### config.mk
export PLATFORM = sky130hd
export DESIGN_NAME = multicycle_main_control_flat
export DESIGN_NICKNAME = d
export VERILOG_FILES = /design/src/rtl/multicycle_main_control_pkg.sv /design/src/rtl/multicycle_main_control_if.sv /design/src/rtl/multicycle_main_control_mem_wait_timer.sv /design/src/rtl/multicycle_main_control.sv /design/src/flat_wrapper.sv
export SDC_FILE = /design/constraint.sdc
export NUM_CORES = 1
export LEC_CHECK = 0
export CAP_MARGIN = 20
export CORE_ASPECT_RATIO = 1.75
export CORE_UTILIZATION = 25
export DETAILED_ROUTE_END_ITERATION = 8
export PLACE_DENSITY = 0.47
export SETUP_SLACK_MARGIN = 0.15
export SYNTH_ARGS = -nofsm -noshare
export SYNTH_HDL_FRONTEND = slang
export SYNTH_SLANG_ARGS = --single-unit
### constraint.sdc
create_clock -name clk -period 2.3 [get_ports clk]
set_input_delay 0.46 -clock clk [delete_from_list [all_inputs] [get_ports clk]]
set_output_delay 0.46 -clock clk [all_outputs]
set_load 0.01 [all_outputs]
### src/rtl/multicycle_main_control_pkg.sv
// Shared types and encodings for the multicycle RV32I main control FSM.
// The datapath mux selects and ALU op codes are defined here so every user agrees on them.
package riscv_ctrl_pkg;

    typedef enum logic [3:0] {
        S_RESET,
        FETCH,
        DECODE,
        MEMADR,
        MEMREAD,
        MEMWB,
        MEMWRITE,
        EXECR,
        EXECI,
        JAL,
        ALUWB,
        BEQ
    } state_t;

    localparam logic [6:0] OP_LW    = 7'b0000011;
    localparam logic [6:0] OP_SW    = 7'b0100011;
    localparam logic [6:0] OP_RTYPE = 7'b0110011;
    localparam logic [6:0] OP_ITYPE = 7'b0010011;
    localparam logic [6:0] OP_JAL   = 7'b1101111;
    localparam logic [6:0] OP_BEQ   = 7'b1100011;

    localparam logic [1:0] ALUOP_ADD   = 2'b00;
    localparam logic [1:0] ALUOP_SUB   = 2'b01;
    localparam logic [1:0] ALUOP_FUNCT = 2'b10;

    localparam logic [1:0] SRCA_PC    = 2'b00;
    localparam logic [1:0] SRCA_OLDPC = 2'b01;
    localparam logic [1:0] SRCA_RS1   = 2'b10;

    localparam logic [1:0] SRCB_RS2  = 2'b00;
    localparam logic [1:0] SRCB_IMM  = 2'b01;
    localparam logic [1:0] SRCB_FOUR = 2'b10;

    localparam logic [1:0] RES_ALUOUT = 2'b00;
    localparam logic [1:0] RES_RDATA  = 2'b01;
    localparam logic [1:0] RES_ALU    = 2'b10;

    // States that stall on the memory handshake and are guarded by the watchdog.
    function automatic logic is_mem_wait(input state_t s);
        return (s == FETCH) || (s == MEMREAD) || (s == MEMWRITE);
    endfunction

endpackage

### src/rtl/multicycle_main_control_if.sv
// Control bus between the main control FSM and the multicycle datapath.
// master = the controller, slave = the datapath side that supplies opcode and status.
interface multicycle_main_control_if;
    logic [6:0] opcode;
    logic       zero;
    logic       mem_ready;
    logic       pc_write;
    logic       adr_src;
    logic       mem_write;
    logic       ir_write;
    logic       reg_write;
    logic [1:0] result_src;
    logic [1:0] alu_src_a;
    logic [1:0] alu_src_b;
    logic [1:0] aluop;
    logic       instr_done;
    logic       illegal_instr;
    logic       mem_err;

    modport master (
        input  opcode, zero, mem_ready,
        output pc_write, adr_src, mem_write, ir_write, reg_write,
               result_src, alu_src_a, alu_src_b, aluop,
               instr_done, illegal_instr, mem_err
    );

    modport slave (
        output opcode, zero, mem_ready,
        input  pc_write, adr_src, mem_write, ir_write, reg_write,
               result_src, alu_src_a, alu_src_b, aluop,
               instr_done, illegal_instr, mem_err
    );
endinterface

### src/rtl/multicycle_main_control_mem_wait_timer.sv
// Memory-wait watchdog: counts stalled cycles and flags the last allowed one.
// MEM_TIMEOUT = 0 removes the counter entirely and expired stays low.
module mem_wait_timer #(
    parameter int MEM_TIMEOUT = 16
) (
    input  logic clk,
    input  logic rst_n,
    input  logic clear,
    input  logic enable,
    output logic expired
);

    generate
        if (MEM_TIMEOUT > 0) begin : g_wdog
            localparam int W = (MEM_TIMEOUT > 1) ? $clog2(MEM_TIMEOUT) : 1;
            localparam logic [W-1:0] LAST = W'(MEM_TIMEOUT - 1);

            logic [W-1:0] count_q;
            logic [W-1:0] count_d;

            always_comb begin
                count_d = count_q;
                if (clear) begin
                    count_d = '0;
                end else if (enable) begin
                    count_d = count_q + W'(1);
                end
            end

            always_ff @(posedge clk or negedge rst_n) begin
                if (!rst_n) begin
                    count_q <= '0;
                end else begin
                    count_q <= count_d;
                end
            end

            assign expired = (count_q == LAST);
        end else begin : g_off
            logic unused_ok;
            assign unused_ok = ^{clk, rst_n, clear, enable};
            assign expired   = 1'b0;
        end
    endgenerate

endmodule

### src/rtl/multicycle_main_control.sv
// Main control FSM of the multicycle RV32I core: fetch/decode/execute/memory/writeback
// sequencing with a memory-ready stall and a watchdog abort back to FETCH.
module multicycle_main_control
    import riscv_ctrl_pkg::*;
#(
    parameter int MEM_TIMEOUT = 16
) (
    input logic                        clk,
    input logic                        rst_n,
    multicycle_main_control_if.master  bus
);

    state_t state_q;
    state_t state_d;

    logic expired;
    logic waiting;
    logic abort;
    logic pc_update;
    logic branch;

    assign waiting = is_mem_wait(state_q) && !bus.mem_ready;
    assign abort   = waiting && expired;

    mem_wait_timer #(
        .MEM_TIMEOUT (MEM_TIMEOUT)
    ) u_timer (
        .clk     (clk),
        .rst_n   (rst_n),
        .clear   ((state_d != state_q) || abort),
        .enable  (waiting && !abort),
        .expired (expired)
    );

    always_comb begin
        state_d           = state_q;
        pc_update         = 1'b0;
        branch            = 1'b0;
        bus.adr_src       = 1'b0;
        bus.mem_write     = 1'b0;
        bus.ir_write      = 1'b0;
        bus.reg_write     = 1'b0;
        bus.result_src    = RES_ALUOUT;
        bus.alu_src_a     = SRCA_PC;
        bus.alu_src_b     = SRCB_RS2;
        bus.aluop         = ALUOP_ADD;
        bus.instr_done    = 1'b0;
        bus.illegal_instr = 1'b0;
        bus.mem_err       = 1'b0;

        case (state_q)
            S_RESET: state_d = FETCH;

            FETCH: begin
                bus.alu_src_b  = SRCB_FOUR;
                bus.result_src = RES_ALU;
                if (abort) begin
                    bus.mem_err = 1'b1;
                end else if (bus.mem_ready) begin
                    bus.ir_write = 1'b1;
                    pc_update    = 1'b1;
                    state_d      = DECODE;
                end
            end

            DECODE: begin
                bus.alu_src_a = SRCA_OLDPC;
                bus.alu_src_b = SRCB_IMM;
                case (bus.opcode)
                    OP_LW, OP_SW: state_d = MEMADR;
                    OP_RTYPE:     state_d = EXECR;
                    OP_ITYPE:     state_d = EXECI;
                    OP_JAL:       state_d = JAL;
                    OP_BEQ:       state_d = BEQ;
                    default: begin
                        bus.illegal_instr = 1'b1;
                        bus.instr_done    = 1'b1;
                        state_d           = FETCH;
                    end
                endcase
            end

            MEMADR: begin
                bus.alu_src_a = SRCA_RS1;
                bus.alu_src_b = SRCB_IMM;
                state_d       = (bus.opcode == OP_LW) ? MEMREAD : MEMWRITE;
            end

            MEMREAD: begin
                bus.adr_src = 1'b1;
                if (abort) begin
                    bus.mem_err = 1'b1;
                    state_d     = FETCH;
                end else if (bus.mem_ready) begin
                    state_d = MEMWB;
                end
            end

            MEMWB: begin
                bus.result_src = RES_RDATA;
                bus.reg_write  = 1'b1;
                bus.instr_done = 1'b1;
                state_d        = FETCH;
            end

            MEMWRITE: begin
                bus.adr_src = 1'b1;
                // The write request stays up through the stall; only an abort drops it.
                if (abort) begin
                    bus.mem_err = 1'b1;
                    state_d     = FETCH;
                end else begin
                    bus.mem_write = 1'b1;
                    if (bus.mem_ready) begin
                        bus.instr_done = 1'b1;
                        state_d        = FETCH;
                    end
                end
            end

            EXECR: begin
                bus.alu_src_a = SRCA_RS1;
                bus.alu_src_b = SRCB_RS2;
                bus.aluop     = ALUOP_FUNCT;
                state_d       = ALUWB;
            end

            EXECI: begin
                bus.alu_src_a = SRCA_RS1;
                bus.alu_src_b = SRCB_IMM;
                bus.aluop     = ALUOP_FUNCT;
                state_d       = ALUWB;
            end

            JAL: begin
                bus.alu_src_a = SRCA_OLDPC;
                bus.alu_src_b = SRCB_FOUR;
                pc_update     = 1'b1;
                state_d       = ALUWB;
            end

            ALUWB: begin
                bus.reg_write  = 1'b1;
                bus.instr_done = 1'b1;
                state_d        = FETCH;
            end

            BEQ: begin
                bus.alu_src_a  = SRCA_RS1;
                bus.alu_src_b  = SRCB_RS2;
                bus.aluop      = ALUOP_SUB;
                branch         = 1'b1;
                bus.instr_done = 1'b1;
                state_d        = FETCH;
            end

            default: state_d = FETCH;
        endcase

        bus.pc_write = pc_update || (branch && bus.zero);
    end

    always_ff @(posedge clk or negedge rst_n) begin
        if (!rst_n) begin
            state_q <= S_RESET;
        end else begin
            state_q <= state_d;
        end
    end

endmodule

### src/flat_wrapper.sv
// flat-port wrapper written by rule: the top's interface ports become plain ports
module multicycle_main_control_flat import riscv_ctrl_pkg::*;
#(
    parameter int MEM_TIMEOUT = 16
)
  (clk, rst_n, bus_opcode, bus_zero, bus_mem_ready, bus_pc_write, bus_adr_src, bus_mem_write, bus_ir_write, bus_reg_write, bus_result_src, bus_alu_src_a, bus_alu_src_b, bus_aluop, bus_instr_done, bus_illegal_instr, bus_mem_err);
  multicycle_main_control_if bus_i ();
  input logic clk;
  input logic rst_n;
  input wire logic [$bits(bus_i.opcode)-1:0] bus_opcode;
  input wire logic [$bits(bus_i.zero)-1:0] bus_zero;
  input wire logic [$bits(bus_i.mem_ready)-1:0] bus_mem_ready;
  output wire logic [$bits(bus_i.pc_write)-1:0] bus_pc_write;
  output wire logic [$bits(bus_i.adr_src)-1:0] bus_adr_src;
  output wire logic [$bits(bus_i.mem_write)-1:0] bus_mem_write;
  output wire logic [$bits(bus_i.ir_write)-1:0] bus_ir_write;
  output wire logic [$bits(bus_i.reg_write)-1:0] bus_reg_write;
  output wire logic [$bits(bus_i.result_src)-1:0] bus_result_src;
  output wire logic [$bits(bus_i.alu_src_a)-1:0] bus_alu_src_a;
  output wire logic [$bits(bus_i.alu_src_b)-1:0] bus_alu_src_b;
  output wire logic [$bits(bus_i.aluop)-1:0] bus_aluop;
  output wire logic [$bits(bus_i.instr_done)-1:0] bus_instr_done;
  output wire logic [$bits(bus_i.illegal_instr)-1:0] bus_illegal_instr;
  output wire logic [$bits(bus_i.mem_err)-1:0] bus_mem_err;
  assign bus_i.opcode = bus_opcode;
  assign bus_i.zero = bus_zero;
  assign bus_i.mem_ready = bus_mem_ready;
  assign bus_pc_write = bus_i.pc_write;
  assign bus_adr_src = bus_i.adr_src;
  assign bus_mem_write = bus_i.mem_write;
  assign bus_ir_write = bus_i.ir_write;
  assign bus_reg_write = bus_i.reg_write;
  assign bus_result_src = bus_i.result_src;
  assign bus_alu_src_a = bus_i.alu_src_a;
  assign bus_alu_src_b = bus_i.alu_src_b;
  assign bus_aluop = bus_i.aluop;
  assign bus_instr_done = bus_i.instr_done;
  assign bus_illegal_instr = bus_i.illegal_instr;
  assign bus_mem_err = bus_i.mem_err;
  multicycle_main_control #(.MEM_TIMEOUT(MEM_TIMEOUT)) u_core (.clk(clk), .rst_n(rst_n), .bus(bus_i));
endmodule
==> metrics <==
status finished with violations; violated checks DRC; post-synth cell types 36; critical path class reg2out; Core Region 2900 µm²; total gr overflow 0; hold path depth 1; HP Class reg2reg; number of synthesized flops with an enable pin 0; Final Hold Fails 0; clock sink count 8; Worst Hold End u_core.u_timer.g_wdog.count_q[0]; Worst R2R Path Depth 5; Port Buffers 26; ys async rst share 100%; leakage 0.608 nW; top-count cell post-synth nor2_1; Post-Synth Simple-Gate Area 36.7%; worst slew pin tran 358 ps; per-cell routed wire length 12.9 µm; Max Fclk 473 MHz; Synth Area in XOR/XNOR 2.31%; Vert. Die Dim 74.8 µm; DRC errors left 3; synth-to-layout area growth 63.5%; synthesized flop and latch total 8; CTS tree built; crit share post-route 91.9%; Cell Rows 26; Compound-Gate Fraction of Synth Area 24.5%; Reg-to-Reg End u_core.state_q[1]; predominant post-synthesis flop cell dfrtp_1; combinational family with the most area after synthesis simple AND/OR/NAND/NOR gates; Worst setup EP type output port; Worst Path Required 1840 ps; crit path max fanout 5; Syn Inst Count 101; Final ANT Viol Nets 0; mux cell area share after synthesis 0%; DP Wirelength 1.68 mm; Syn Std Cell Area 757 µm²; hold_sp u_core.u_timer.g_wdog.count_q[0]; vias 878; delay-heaviest family, CP buffers and inverters; sequential-to-total area share from yosys stat 26.4%; total power 0.00130 W; layout cells sized above 1 28.2%; H-tree Lvls 1; RSZ-0062 raised after global routing true; max cap viols 0; drt first pass iters 6; global-route wire length before repair 3.58 mm; reg2reg start u_core.state_q[0]; CTS Buf Count 3; Buf/Inv on CP 1; final RePlAce weighted congestion 0.763; DIE WIDTH 43.6 µm; # hold bufs at CTS 0; # nets final 156; post-synth top area cell dfrtp_1; vias per cell 5.16; critical path's largest stage delay 530 ps; post-synthesis adder-cell area fraction 2.98%; Worst VDD drop 0.000471 V; slew margin rel. 75.8%; final setup vio count 0; Antenna diodes 0; worst-path cell chain nand2b_1, nor3_2, and2_1, clkdlybuf4s50_1; Multi-input gate area 543 µm²; post-synth net total 113; die area 3260 µm²; r2r setup slk 800 ps; fin crit period 2110 ps; post-route design area 1240 µm²; Arrival @ worst endpoint 1650 ps; syn_area_per_cell 7.49 µm²; Post-synth top cells nor2_1 (16), dfrtp_1 (8), a21oi_1 (7), nand2b_1 (7), inv_1 (6); num ports 27; sequential cell area 204 µm²; Ys Warns 0; vias in the first global route 877; post-synth top area share 26.4%; starting density of the core 26.1%; Clock Skew 5.01 ps; final wirelength 2.20 mm; fillers 314; initial antenna violation count 0; pin count of the biggest net entering global routing 15; Slew Viols, Final 0; top post-synthesis cells by area dfrtp_1 (26%), nor2_1 (7.9%), nand2b_1 (5.8%); Root Buffer clkbuf_8; total track usage 14.3%; clock tree buffer depth 2; placed cell area 1120 µm²; Critical Path Slowest Stage Cell clkdlybuf4s50_1; CP startpoint kind flip-flop; pwr/cell area 1050 nW/µm²; Reg clk slew, reported paths 40 ps; 1st-iter DRT viols 15; later-pin clock latency in the skew report 230 ps
worst max-delay path by stage:
| stage | start | end | slack (ps) | cells after the start |
|---|---|---|---|---|
| floorplan | u_core.state_q[2] | bus_ir_write | 610 | 4 |
| global placement | bus_opcode[4] | bus_instr_done | -270 | 6 |
| detailed placement | bus_opcode[4] | bus_instr_done | -290 | 6 |
| CTS | u_core.state_q[1] | bus_ir_write | 140 | 4 |
| global route | u_core.state_q[1] | bus_ir_write | 100 | 4 |
| finish | u_core.state_q[1] | bus_ir_write | 190 | 4 |
layout make-up:
| type | instances | area share (%) |
|---|---|---|
| Multi-Input combinational cell | 81 | 43.9 |
| Timing Repair Buffer | 44 | 31.6 |
| Sequential cell | 8 | 16.5 |
| Clock buffer | 3 | 3.34 |
| Tap cell | 28 | 2.83 |
| Inverter | 6 | 1.82 |
metal layers:
layer / part of all wire, % / global-route usage, %
met2: 57 / 28.5
met1: 39 / 15.1
met5: 0 / 0
met3: 3.8 / 0.719
met4: 0 / 5.21
sequential cells by signal, indices dropped and copies added (netlist names):
signal,count
u_core.state_q,4
u_core.u_timer.g_wdog.count_q,4
layout by cell type (no fill, tap or decap), drive strengths merged:
| cell | n |
|---|---|
| buf | 18 |
| nor2 | 16 |
| clkdlybuf4s50 | 11 |
| dlygate4sd2 | 9 |
| o21ai | 9 |
| dfrtp | 8 |
| a21oi | 7 |
| nand2b | 7 |
| inv | 6 |
| nand3 | 5 |
| dlymetal6s2s | 4 |
| clkbuf | 4 |
| nor3b | 4 |
| nor3 | 4 |
| nand2 | 3 |
| a31oi | 3 |
| a21o | 2 |
| o221ai | 2 |
| and2 | 2 |
| o31ai | 2 |
| nor2b | 2 |
| and3 | 1 |
| and3b | 1 |
| a2111oi | 1 |
| a2bb2oi | 1 |
| and4bb | 1 |
| maj3 | 1 |
| nor4b | 1 |
| o22ai | 1 |
| and2b | 1 |
| a41oi | 1 |
| xor2 | 1 |
| xnor2 | 1 |
| ha | 1 |
| clkdlybuf4s15 | 1 |
kinds of logic after synthesis:
logic type,Yosys count
and+or+nand+nor,48
adders and majority gates,2
xor gates and xnor gates,2
buffers and inverters,12
DFF,8
AOI/OAI and AO/OA,29
worst register-to-register path, cell delays in order, from the launching register on:
cell      delay (ps)
dfrtp_2          480
nand2b_1         210
nor3_4            50
buf_4            140
nor4b_1          330
o221ai_1         150
metrics by stage:
step	setup WS (ps)	setup TNS (ps)	hold slack (ps)	util, %	instances
final	186	0	467	42.7	170
after detailed placement	-291	-623	465	38.6	162
after global placement	-275	-623	450	38.6	162
after global routing	104	0	491	42.7	170
after CTS	143	0	470	41.7	169
after floorplan	612	0	164	-	101
what timing repair did:
item,in CTS,in global routing
resized for setup,23,11
pin swaps,2,1
setup endpoints to repair,15,9
endpoints found under the hold margin,0,0
setup buffers,4,1
power breakdown:
group	switching [W]	internal, W
Clock	0.0000517	0.000113
Combinational	0.000416	0.000449
Sequential	0.0000820	0.000188
Total	0.000550	0.000750
No activity file was read; power rests on OpenSTA's default activity.
